[src/rtl/sin_burst_ctrl.sv]
// sin_burst_ctrl: burst/gap sequencer for a sine LUT, emitting table index, enable and period count.
module sin_burst_ctrl #(
   parameter int LUT_LEN = 48,
   parameter int IDX_W = 6
) (
   input  logic             CLK,
   input  logic             RST,
   input  logic             START,
   input  logic             STOP,
   input  logic [2:0]       STEP,
   input  logic [7:0]       NCYC,
   input  logic [7:0]       GAP,
   input  logic             REPEAT,
   output logic [IDX_W-1:0] LUT_IDX,
   output logic             LUT_EN,
   output logic             BUSY,
   output logic             DONE,
   output logic [7:0]       CYC_CNT
);
   typedef enum logic [1:0] {S_IDLE, S_RUN, S_GAP} state_t;
   localparam logic [IDX_W:0] LEN = (IDX_W+1)'(LUT_LEN);
   state_t state_q, state_d;
   logic [IDX_W-1:0] idx_q, idx_d;
   logic [7:0] cnt_q, cnt_d, gap_cnt_q, gap_cnt_d, ncyc_q, ncyc_d, gap_q, gap_d;
   logic [2:0] step_q, step_d;
   logic rep_q, rep_d, stop_pend_q, stop_pend_d, done_q, done_d;
   logic [IDX_W:0] sum;
   logic [7:0] cnt_inc;
   logic wrap, last;
   assign sum = {1'b0, idx_q} + {{(IDX_W-2){1'b0}}, step_q};
   assign wrap = sum >= LEN;
   assign cnt_inc = cnt_q + 8'd1;
   assign last = wrap && ((ncyc_q != 8'd0 && cnt_inc == ncyc_q) || stop_pend_q);
   always_comb begin
      state_d = state_q;
      idx_d = idx_q;
      cnt_d = cnt_q;
      gap_cnt_d = gap_cnt_q;
      ncyc_d = ncyc_q;
      gap_d = gap_q;
      step_d = step_q;
      rep_d = rep_q;
      stop_pend_d = stop_pend_q;
      done_d = 1'b0;
      case (state_q)
         S_IDLE: if (START) begin
            state_d = S_RUN;
            idx_d = '0;
            cnt_d = 8'd0;
            stop_pend_d = 1'b0;
            step_d = STEP == 3'd0 ? 3'd1 : STEP;
            ncyc_d = NCYC;
            gap_d = GAP;
            rep_d = REPEAT;
         end
         S_RUN: begin
            stop_pend_d = stop_pend_q | STOP;
            idx_d = wrap ? IDX_W'(sum - LEN) : IDX_W'(sum);
            cnt_d = wrap ? cnt_inc : cnt_q;
            // a burst only ends on a wrap, so the residual phase is dropped and the next burst starts at 0
            if (last) begin
               idx_d = '0;
               if (!stop_pend_q && gap_q != 8'd0) begin
                  state_d = S_GAP;
                  gap_cnt_d = gap_q;
               end else if (!stop_pend_q && rep_q) begin
                  cnt_d = 8'd0;
               end else begin
                  state_d = S_IDLE;
                  done_d = 1'b1;
               end
            end
         end
         S_GAP: begin
            gap_cnt_d = gap_cnt_q - 8'd1;
            if (STOP || (gap_cnt_q == 8'd1 && (!rep_q || stop_pend_q))) begin
               state_d = S_IDLE;
               done_d = 1'b1;
            end else if (gap_cnt_q == 8'd1) begin
               state_d = S_RUN;
               cnt_d = 8'd0;
            end
         end
         default: state_d = S_IDLE;
      endcase
   end
   always_ff @(posedge CLK) begin
      if (RST) begin
         state_q <= S_IDLE;
         idx_q <= '0;
         cnt_q <= 8'd0;
         gap_cnt_q <= 8'd0;
         ncyc_q <= 8'd0;
         gap_q <= 8'd0;
         step_q <= 3'd1;
         rep_q <= 1'b0;
         stop_pend_q <= 1'b0;
         done_q <= 1'b0;
      end else begin
         state_q <= state_d;
         idx_q <= idx_d;
         cnt_q <= cnt_d;
         gap_cnt_q <= gap_cnt_d;
         ncyc_q <= ncyc_d;
         gap_q <= gap_d;
         step_q <= step_d;
         rep_q <= rep_d;
         stop_pend_q <= stop_pend_d;
         done_q <= done_d;
      end
   end
   assign LUT_IDX = idx_q;
   assign LUT_EN = state_q == S_RUN;
   assign BUSY = state_q != S_IDLE;
   assign DONE = done_q;
   assign CYC_CNT = cnt_q;
endmodule

[config.mk]
export PLATFORM = sky130hd
export DESIGN_NAME = sin_burst_ctrl
export DESIGN_NICKNAME = d
export VERILOG_FILES = /design/src/rtl/sin_burst_ctrl.sv
export SDC_FILE = /design/constraint.sdc
export NUM_CORES = 1
export LEC_CHECK = 0
export BUFFER_PORTS_ARGS = -buffer_cell sky130_fd_sc_hd__buf_2
export CORE_MARGIN = 2
export CORE_UTILIZATION = 25
export CTS_CLUSTER_SIZE = 14
export DETAILED_ROUTE_END_ITERATION = 16
export GPL_ROUTABILITY_DRIVEN = 0
export PLACE_DENSITY = 0.39
export SYNTH_ARGS = -nofsm -noshare
export SYNTH_HDL_FRONTEND = slang
export SYNTH_SLANG_ARGS = --single-unit
[constraint.sdc]
create_clock -name CLK -period 6.6 [get_ports CLK]
set_input_delay 0.99 -clock CLK [delete_from_list [all_inputs] [get_ports CLK]]
set_output_delay 0.99 -clock CLK [all_outputs]
set_load 0.005 [all_outputs]
==> results.py <==
metrics = {
    "drt": {
        "first_pass_iters": 5,
        "viasPerCell": 5.02,
        "drt_iter0_drc": 165,
        "wire_per_inst_um": 15.3,
        "route.detailed.drc": 0,
        "drt-total-wl_mm": 7.95,
        "ant_nets": 0,
        "dr_total_vias": 2607,
    },
    "clock_network": {
        "cts_setup_buffers": 0,
        "insertion_delay_ns": 0.30,
        "cts_resized": 0,
        "clock_path_buffers": 2,
        "postCtsHoldBufs": 0,
        "cts_tree": "done",
        "cts_made_buffers": 5,
        "cts.clk_slew.worst_paths_ns": 0.09,
        "cts_max_level": 2,
        "clockRootBuffer": "clkbuf_8",
        "cts_num_sinks": 46,
    },
    "sta": {
        "slew_headroom_pct": 46.7,
        "fmax_mhz": 283,
        "min_period_ns": 3.53,
        "tightest_slew_ns": 0.798,
        "finClkSkew_ns": 0.00471,
        "setup_viol": 0,
        "hold_viol": 0,
        "hold_ws_ns": 0.479,
        "period_share_pct": 53.5,
        "drv_slew": 0,
        "grt_setup_unrepaired": "no",
        "tns_ns": 0,
    },
    "setup_path": {
        "rr_startpoint": "LUT_IDX[0]$_SDFFE_PP0P_",
        "r2r-end": "CYC_CNT[7]$_SDFFE_PP0P_",
        "required_ns": 6.81,
        "r2r_cells": 14,
        "rrSetupSlack_ns": 3.07,
        "path_max_fanout": 7,
        "crit_path_start_kind": "register",
        "arrival_ns": 3.75,
        "critPathCaptureType": "register",
        "worstSetupPathType": "register to register",
    },
    "synthesis": {
        "synth_flop_cell": "dfxtp_1",
        "avgSynthCellArea_um2": 8.01,
        "netlist_instances": 344,
        "syn_area_um2": 2760,
        "synth_cell_types": 63,
        "ys_warn_count": 0,
        "synth_seq_cells": 46,
        "async_reset_ff_share_pct": 0,
        "syn-num-nets": 380,
        "synth_top_area_share_pct": 33.4,
        "yosysTopAreaCell": "dfxtp_1",
        "synth_edf_count": 0,
        "synth_area_leaders": "dfxtp_1, nand2_1, a21oi_1",
        "ys_seq_area_share_pct": 33.4,
    },
    "grt": {
        "grt_pass1_wl_mm": 12.8,
        "antenna_found_initial": 0,
        "grt_max_degree": 43,
        "grt.overflow.total": 0,
        "grt_pass1_vias": 2431,
        "grt_usage_pct": 13.8,
    },
    "place": {
        "post-dp-hpwl_mm": 5.91,
        "postPlaceCellArea_um2": 3080,
        "io_buffers": 40,
        "dpl.cell_count": 511,
    },
    "layout": {
        "final_cells": 519,
        "stdcell_area_um2": 3170,
        "drive_gt1_share_pct": 15.8,
        "areaGrowthSynthToFinish_pct": 15.0,
        "n_antenna_cell": 0,
        "final_common_cell": "nand2_1",
        "final_cell_mix": "nand2_1, dfxtp_1, buf_2",
        "final_nets": 414,
    },
    "floorplanning": {
        "io_pins": 41,
        "die_w_um": 109,
        "num_rows": 38,
        "initial_core_util_pct": 25.5,
        "die_area_um2": 11900,
        "core_um2": 10800,
        "die_height_um": 109,
    },
    "min_path": {
        "min_path_type": "register to register",
        "min_from": "LUT_IDX[2]$_SDFFE_PP0P_",
        "hold_path_depth": 2,
        "hold_end": "LUT_IDX[2]$_SDFFE_PP0P_",
    },
    "flow_run": {
        "cap_violations": 0,
    },
    "power_and_ir_drop": {
        "leakagePower_nw": 1.18,
        "power.density_nw_per_um2": 284,
        "ir_drop_v": 0.0000960,
    },
    "outcome": {
        "status": "completed",
    },
}
[cell usage after synthesis, types with 2 or more instances]
library cell / n
o311ai_0: 3
xor2_1: 5
a211oi_1: 4
a21o_1: 2
ha_1: 11
nor2_1: 23
or3_1: 5
xnor2_1: 8
nor3_1: 7
o22ai_1: 3
and3_1: 4
o31a_1: 2
o211ai_1: 5
a221oi_1: 2
o21ai_0: 11
nand2b_1: 3
nor4_1: 7
mux2i_1: 4
a22oi_1: 2
a21oi_1: 37
nand3_1: 7
and2_1: 2
clkbuf_1: 13
inv_1: 17
dfxtp_1: 46
nand2_1: 57
a41oi_1: 2
o31ai_1: 10
nor2b_1: 5
a31oi_1: 4
[worst max-delay path by stage]
stage / cells past startpoint / start / slack [ns] / endpoint
after floorplan: 14 / LUT_IDX[0]$_SDFFE_PP0P_ / 3.45 / CYC_CNT[6]$_SDFFE_PP0P_
after global placement: 14 / LUT_IDX[0]$_SDFFE_PP0P_ / 3.18 / CYC_CNT[4]$_SDFFE_PP0P_
after detailed placement: 14 / LUT_IDX[0]$_SDFFE_PP0P_ / 3.11 / CYC_CNT[7]$_SDFFE_PP0P_
after CTS: 14 / LUT_IDX[0]$_SDFFE_PP0P_ / 3.05 / CYC_CNT[7]$_SDFFE_PP0P_
after global routing: 14 / LUT_IDX[0]$_SDFFE_PP0P_ / 2.74 / CYC_CNT[7]$_SDFFE_PP0P_
final: 14 / LUT_IDX[0]$_SDFFE_PP0P_ / 3.07 / CYC_CNT[7]$_SDFFE_PP0P_
[cells by family (layout without fill, tap and decap cells)]
| kind of cell | Yosys count | count (layout) | synth area share (%) |
|---|---|---|---|
| adders and majority gates | 12 | 12 | 5.72 |
| buffers and inverters | 32 | 67 | 4.63 |
| xor gates and xnor gates | 13 | 13 | 4.13 |
| AOI/OAI and AO/OA | 104 | 104 | 26.2 |
| DFF | 46 | 46 | 33.4 |
| and+or+nand+nor | 133 | 133 | 24.4 |
| muxes | 4 | 4 | 1.45 |
[metal layers]
metal / up-vias / global-route usage [%] / part of all wire [%]
li1: 1319 / - / -
met1: 1227 / 19.3 / 50
met2: 56 / 22.0 / 44
met3: 5 / 2.51 / 5.0
met4: 0 / 3.02 / 0.88
met5: - / 0 / 0
[flip-flops by register name, indices dropped and copies added, names as in the netlist]
signal,flops
CYC_CNT,8
gap_cnt_q,8
gap_q,8
ncyc_q,8
LUT_IDX,6
step_q,3
state_q,2
DONE,1
rep_q,1
stop_pend_q,1
[worst max-delay path: stages, from the launching register on]
cell       delay [ns]
dfxtp_1          0.36
ha_1             0.18
inv_1            0.05
fa_1             0.40
nor2b_1          0.23
o21a_1           0.20
xnor2_1          0.13
ha_1             0.18
nor4bb_1         0.26
nand2_1          0.08
o32a_1           0.21
and3_1           0.22
a2111oi_4        0.49
nand2_1          0.23
o31ai_1          0.25
[stage by stage]
step / worst slack, ns / power, mW / util [%]
floorplan: 3.45 / 0.621 / -
global placement: 3.18 / 0.729 / 28.5
detailed placement: 3.11 / 0.724 / 28.5
CTS: 3.05 / 0.915 / 29.4
global route: 2.74 / 0.975 / 29.4
finish: 3.07 / 0.902 / 29.4
[power breakdown]
group	internal, mW	switching [mW]	total (mW)
clock network	0.0848	0.0991	0.184
registers	0.314	0.0362	0.350
logic	0.129	0.239	0.368
total	0.528	0.374	0.902
[layout make-up]
class | count | area, µm²
clock buffer | 7 | 86.3
clock inverter | 1 | 5.00
fill | 1172 | 7620
inverter | 18 | 67.6
multi-input combinational | 266 | 1710
sequential | 46 | 921
tap | 140 | 175
timing repair buffer | 41 | 208
(Power assumes the default switching activity.)
